$ cat src/rtl/instr_fetch.sv
// rtl/instr_fetch.sv - PC, instruction fetch handshake and instruction register for the NN CPU
module instr_fetch #(
    parameter int              PC_W     = 8,
    parameter logic [PC_W-1:0] RESET_PC = '0,
    parameter int              CNT_W    = 16
) (
    input  logic             clk,
    input  logic             rst_n,
    input  logic             start,
    output logic             imem_req,
    output logic [PC_W-1:0]  imem_addr,
    input  logic             imem_valid,
    input  logic [15:0]      imem_rdata,
    input  logic             pc_en,
    input  logic             stall,
    output logic             instr_valid,
    output logic [3:0]       opcode,
    output logic [3:0]       rd,
    output logic [3:0]       rs,
    output logic [3:0]       rt,
    output logic [15:0]      imm,
    output logic [PC_W-1:0]  pc_out,
    output logic             halted,
    output logic [CNT_W-1:0] retired
);

    typedef enum logic [1:0] {
        IDLE   = 2'd0,
        FETCH  = 2'd1,
        DECODE = 2'd2,
        HALTED = 2'd3
    } state_t;

    state_t           state_q, state_d;
    logic [PC_W-1:0]  pc_q, pc_d;
    logic [15:0]      ir_q, ir_d;
    logic             instr_valid_q, instr_valid_d;
    logic             halted_q, halted_d;
    logic [CNT_W-1:0] retired_q, retired_d;

    // Next-state logic: fetch handshake, retire/halt decision, PC and counter updates
    always_comb begin
        state_d       = state_q;
        pc_d          = pc_q;
        ir_d          = ir_q;
        instr_valid_d = instr_valid_q;
        halted_d      = halted_q;
        retired_d     = retired_q;
        case (state_q)
            IDLE: begin
                if (start) begin
                    state_d = FETCH;
                end
            end
            FETCH: begin
                if (imem_valid) begin
                    ir_d          = imem_rdata;
                    instr_valid_d = 1'b1;
                    state_d       = DECODE;
                end
            end
            DECODE: begin
                // stall outranks pc_en: the instruction stays presented untouched
                if (!stall) begin
                    instr_valid_d = 1'b0;
                    if (pc_en) begin
                        pc_d = pc_q + PC_W'(1);
                        if (retired_q != {CNT_W{1'b1}}) begin
                            retired_d = retired_q + CNT_W'(1);
                        end
                        state_d = FETCH;
                    end else begin
                        halted_d = 1'b1;
                        state_d  = HALTED;
                    end
                end
            end
            HALTED: begin
                state_d = HALTED;
            end
            default: begin
                state_d = IDLE;
            end
        endcase
    end

    // State register with synchronous active-low reset
    always_ff @(posedge clk) begin
        if (!rst_n) begin
            state_q       <= IDLE;
            pc_q          <= RESET_PC;
            ir_q          <= 16'h0000;
            instr_valid_q <= 1'b0;
            halted_q      <= 1'b0;
            retired_q     <= '0;
        end else begin
            state_q       <= state_d;
            pc_q          <= pc_d;
            ir_q          <= ir_d;
            instr_valid_q <= instr_valid_d;
            halted_q      <= halted_d;
            retired_q     <= retired_d;
        end
    end

    assign imem_req    = (state_q == FETCH);
    assign imem_addr   = pc_q;
    assign instr_valid = instr_valid_q;
    assign opcode      = ir_q[15:12];
    assign rd          = ir_q[11:8];
    assign rs          = ir_q[7:4];
    assign rt          = ir_q[3:0];
    assign imm         = {{12{ir_q[3]}}, ir_q[3:0]};
    assign pc_out      = pc_q;
    assign halted      = halted_q;
    assign retired     = retired_q;

endmodule

$ cat config.mk
export PLATFORM = sky130hd
export DESIGN_NAME = instr_fetch
export DESIGN_NICKNAME = d
export VERILOG_FILES = /design/src/rtl/instr_fetch.sv
export SDC_FILE = /design/constraint.sdc
export NUM_CORES = 1
export LEC_CHECK = 0
export BUFFER_PORTS_ARGS = -buffer_cell sky130_fd_sc_hd__buf_2
export CAP_MARGIN = 30
export CORE_MARGIN = 3
export CORE_UTILIZATION = 50
export CTS_CLUSTER_DIAMETER = 40
export DETAILED_ROUTE_END_ITERATION = 8
export PLACE_DENSITY = 0.89
export SLEW_MARGIN = 20
export SYNTH_ARGS = -nofsm -noshare
export SYNTH_HDL_FRONTEND = slang
export SYNTH_SLANG_ARGS = --single-unit
$ cat constraint.sdc
create_clock -name clk -period 2.3 [get_ports clk]
set_input_delay 0 -clock clk [delete_from_list [all_inputs] [get_ports clk]]
set_output_delay 0 -clock clk [all_outputs]
set_load 0.05 [all_outputs]
==> run summary <==
Outcome
* **outcome** finished, final reports clean

Logic synthesis
* **flip-flop cell with the highest count after synthesis** sky130_fd_sc_hd__dfxtp_1
* **Unique masters post-synth** 37
* **synthesized instance count** 251
* **fraction of the yosys area taken by sequential cells** 42.5%
* **Post-synth ARST share** 0%
* **number of flops mapped to enable cells by yosys** 0
* **number of register bits inferred by synthesis** 44
* **count of warnings emitted by yosys** 0
* **syn nets** 275
* **synthesized area per cell** 8.26 um2
* **synthesized area** 2070 um2

Routing
* **Via-to-Cell Ratio** 5.25
* **DRC** 0
* **count of routing violations after the opening detailed-route iteration** 108
* **overall routed net length** 4930 um
* **DRT Pass-1 Iters** 4
* **vias post-DR** 2007
* **remaining antenna violation count after routing** 0
* **routed len/inst** 12.9 um

Floorplanning
* **number of top-level design ports** 89
* **core region area** 3830 um2
* **starting density of the core** 54.2%
* **overall die height** 70.4 um
* **total number of placement rows** 22
* **Total Die Area** 4960 um2
* **overall die width** 70.4 um

Clock tree
* **Clock Sinks** 44
* **post-cts repair resize count** 0
* **maximum buffer depth of the clock tree** 2
* **clk root buf** sky130_fd_sc_hd__clkbuf_8
* **CTS tree** built
* **count of H-tree levels built during CTS** 2
* **total CTS buffers** 5
* **Worst-Skew Late Latency** 0.29 ns
* **clock-pin slew of the registers on the worst-case setup and hold paths** 0.08 ns

Cells and area
* **# fillers** 323
* **most common cell after layout, fill and taps aside** sky130_fd_sc_hd__buf_2
* **synthesis-to-layout area growth** 27.1%
* **Storage cell area** 881 um2
* **final net count** 358
* **Final Core Density** 68.9%
* **combined area of the multi-input logic cells** 945 um2
* **number of diodes** 0
* **commonest non-fill, non-tap cells in the layout** sky130_fd_sc_hd__buf_2 (88), sky130_fd_sc_hd__nand2_1 (46), sky130_fd_sc_hd__dfxtp_1 (44)
* **fraction of final layout cells sized beyond drive strength 1** 32.0%

Global route
* **global-route usage over all layers** 20.3%
* **GRT Residual Overflow** 0
* **global-route wire length before repair** 8110 um
* **number of antenna violations at the first check in global routing** 0
* **largest net degree at the start of global routing** 25
* **number of global-route vias before repair** 1818

STA
* **max-slew violation count** 0
* **Setup TNS** 0 ns
* **Final setup violation count** 0
* **fin crit period** 1.84 ns
* **Max transition margin** 64.2%
* **fmax** 0.543 GHz
* **transition time of the tightest slew-check pin** 0.535 ns
* **portion of the clock cycle consumed by the worst path in the final layout** 80.1%
* **final hold violation count** 0
* **final clock skew** 0.00850 ns
* **setup repair after global routing missed its margin** false

Pwr
* **PwrDens** 578 nW/um2
* **maximum vdd drop** 487 uV
* **P_leak** 1.20 nW

Worst setup path
* **reg-to-reg endpoint** retired[13]
* **biggest fanout along the worst timing path** 13
* **Worst path max stage delay** 0.54 ns
* **Cell Chain, Critical Path** dlygate4sd3_1 > buf_2 > and4bb_2 > nand4_2 > or4_1 > a21oi_1
* **number of cells on the worst reg-to-reg path** 4
* **critical path startpoint category** input port
* **RR Startpoint** state_q[0]
* **critical path required time** 2.53 ns
* **element type at the critical path end** flop
* **Setup CP Type** in -> reg
* **standard cell with the maximum stage delay on the critical path** sky130_fd_sc_hd__dlygate4sd3_1
* **arrival time of data at the critical path endpoint** 2.07 ns
* **worst reg2reg setup slack** 0.46 ns

Min path
* **hold depth** 2
* **Hold Path Class** in -> reg
* **critical hold path startpoint** rst_n
* **Worst Hold Path EP** retired[11]

Placement
* **final weighted congestion of routability-driven global placement** 0.748
* **half-perimeter wire length after detailed placement** 3290 um
* **number of buffers inserted by port buffering** 88

Flow run
* **Max-cap violations** 0

==> through the flow <==
stage / instances / total power, mW / instance area, um2 / hold slack, ns / setup slack (ns)
6_report: 382 / 1.52 / 2640 / 0.0245 / 0.458
5_1_grt: 382 / 1.59 / 2640 / 0.0359 / 0.357
2_1_floorplan: 251 / 1.01 / 2070 / 0.119 / 0.305
4_1_cts: 382 / 1.53 / 2640 / 0.0138 / 0.465
3_3_place_gp: 358 / 1.05 / 2390 / 0.240 / 0.515
3_5_place_dp: 358 / 1.05 / 2390 / 0.246 / 0.475
==> critical path, delay by kind of cell <==
family          cells  cell delay, ns
compound gates      1            0.14
buf+inv             2            0.69
simple gates        3            1.24
==> area by class of cell <==
class	count	area share, %
clock inverters	2	0.474
inverters	6	0.854
clock buffers	5	2.61
repair buffers	110	24.6
flip-flops and latches	44	33.4
multi-input cells	167	35.8
well taps	48	2.28
==> cells in the mapped netlist, types with 2 or more instances <==
master | instances | area, um2
sky130_fd_sc_hd__a21oi_1 | 28 | 140
sky130_fd_sc_hd__a311oi_1 | 2 | 17.5
sky130_fd_sc_hd__nor3_1 | 2 | 10.0
sky130_fd_sc_hd__dfxtp_1 | 44 | 881
sky130_fd_sc_hd__nand2_1 | 46 | 173
sky130_fd_sc_hd__clkbuf_1 | 7 | 26.3
sky130_fd_sc_hd__xor2_1 | 6 | 52.6
sky130_fd_sc_hd__a31oi_1 | 2 | 12.5
sky130_fd_sc_hd__and4_1 | 2 | 17.5
sky130_fd_sc_hd__inv_1 | 6 | 22.5
sky130_fd_sc_hd__o31ai_1 | 3 | 22.5
sky130_fd_sc_hd__ha_1 | 2 | 25.0
sky130_fd_sc_hd__nor4_1 | 4 | 25.0
sky130_fd_sc_hd__or4_1 | 4 | 30.0
sky130_fd_sc_hd__nand4_1 | 7 | 43.8
sky130_fd_sc_hd__and3_1 | 3 | 18.8
sky130_fd_sc_hd__nand3_1 | 9 | 45.0
sky130_fd_sc_hd__or3_1 | 4 | 25.0
sky130_fd_sc_hd__or2_2 | 2 | 12.5
sky130_fd_sc_hd__buf_4 | 26 | 195
sky130_fd_sc_hd__o21ai_0 | 7 | 35.0
sky130_fd_sc_hd__nand2b_1 | 2 | 12.5
sky130_fd_sc_hd__nor2_1 | 16 | 60.1
sky130_fd_sc_hd__mux2i_1 | 4 | 40.0
==> registers in the layout, indices dropped and copies added, names as in the netlist <==
| name | cells |
|---|---|
| ir_q | 16 |
| halted | 1 |
| instr_valid | 1 |
| retired | 16 |
| imem_addr | 8 |
| state_q | 2 |
==> logic make-up after synthesis <==
| kind of cell | synth area share [%] |
|---|---|
| buf+inv | 12.0 |
| fa+ha+maj | 1.21 |
| flops | 42.5 |
| mux | 1.93 |
| xor+xnor | 2.96 |
| simple gates | 26.7 |
| compound gates | 12.7 |
==> power breakdown <==
part / internal [mW] / switching, mW / leakage, nW / total [mW]
Combinational: 0.0807 / 0.185 / 0.802 / 0.266
Clock: 0.206 / 0.255 / 0.0400 / 0.461
Sequential: 0.781 / 0.0153 / 0.356 / 0.796
==> worst max-delay path by stage <==
stage,from,endpoint,slack [ns],cells after the start
6_report,stall,retired[13],0.46,6
5_1_grt,state_q[0],retired[13],0.36,4
4_1_cts,state_q[0],retired[13],0.47,4
3_5_place_dp,state_q[0],retired[13],0.47,4
3_3_place_gp,state_q[0],retired[13],0.51,4
2_1_floorplan,retired[3],retired[8],0.30,4
==> per-layer routing <==
metal,track usage (%),wire (um)
met5,0,0
met3,6.62,361
met2,33.8,2430
met1,24.3,2010
met4,7.45,133
==> repair_timing <==
item	CTS	global route
hold buffers	17	0
setup buffers	0	0
endpoints found under the hold margin	17	0
Power figures use the tool's default switching activity.
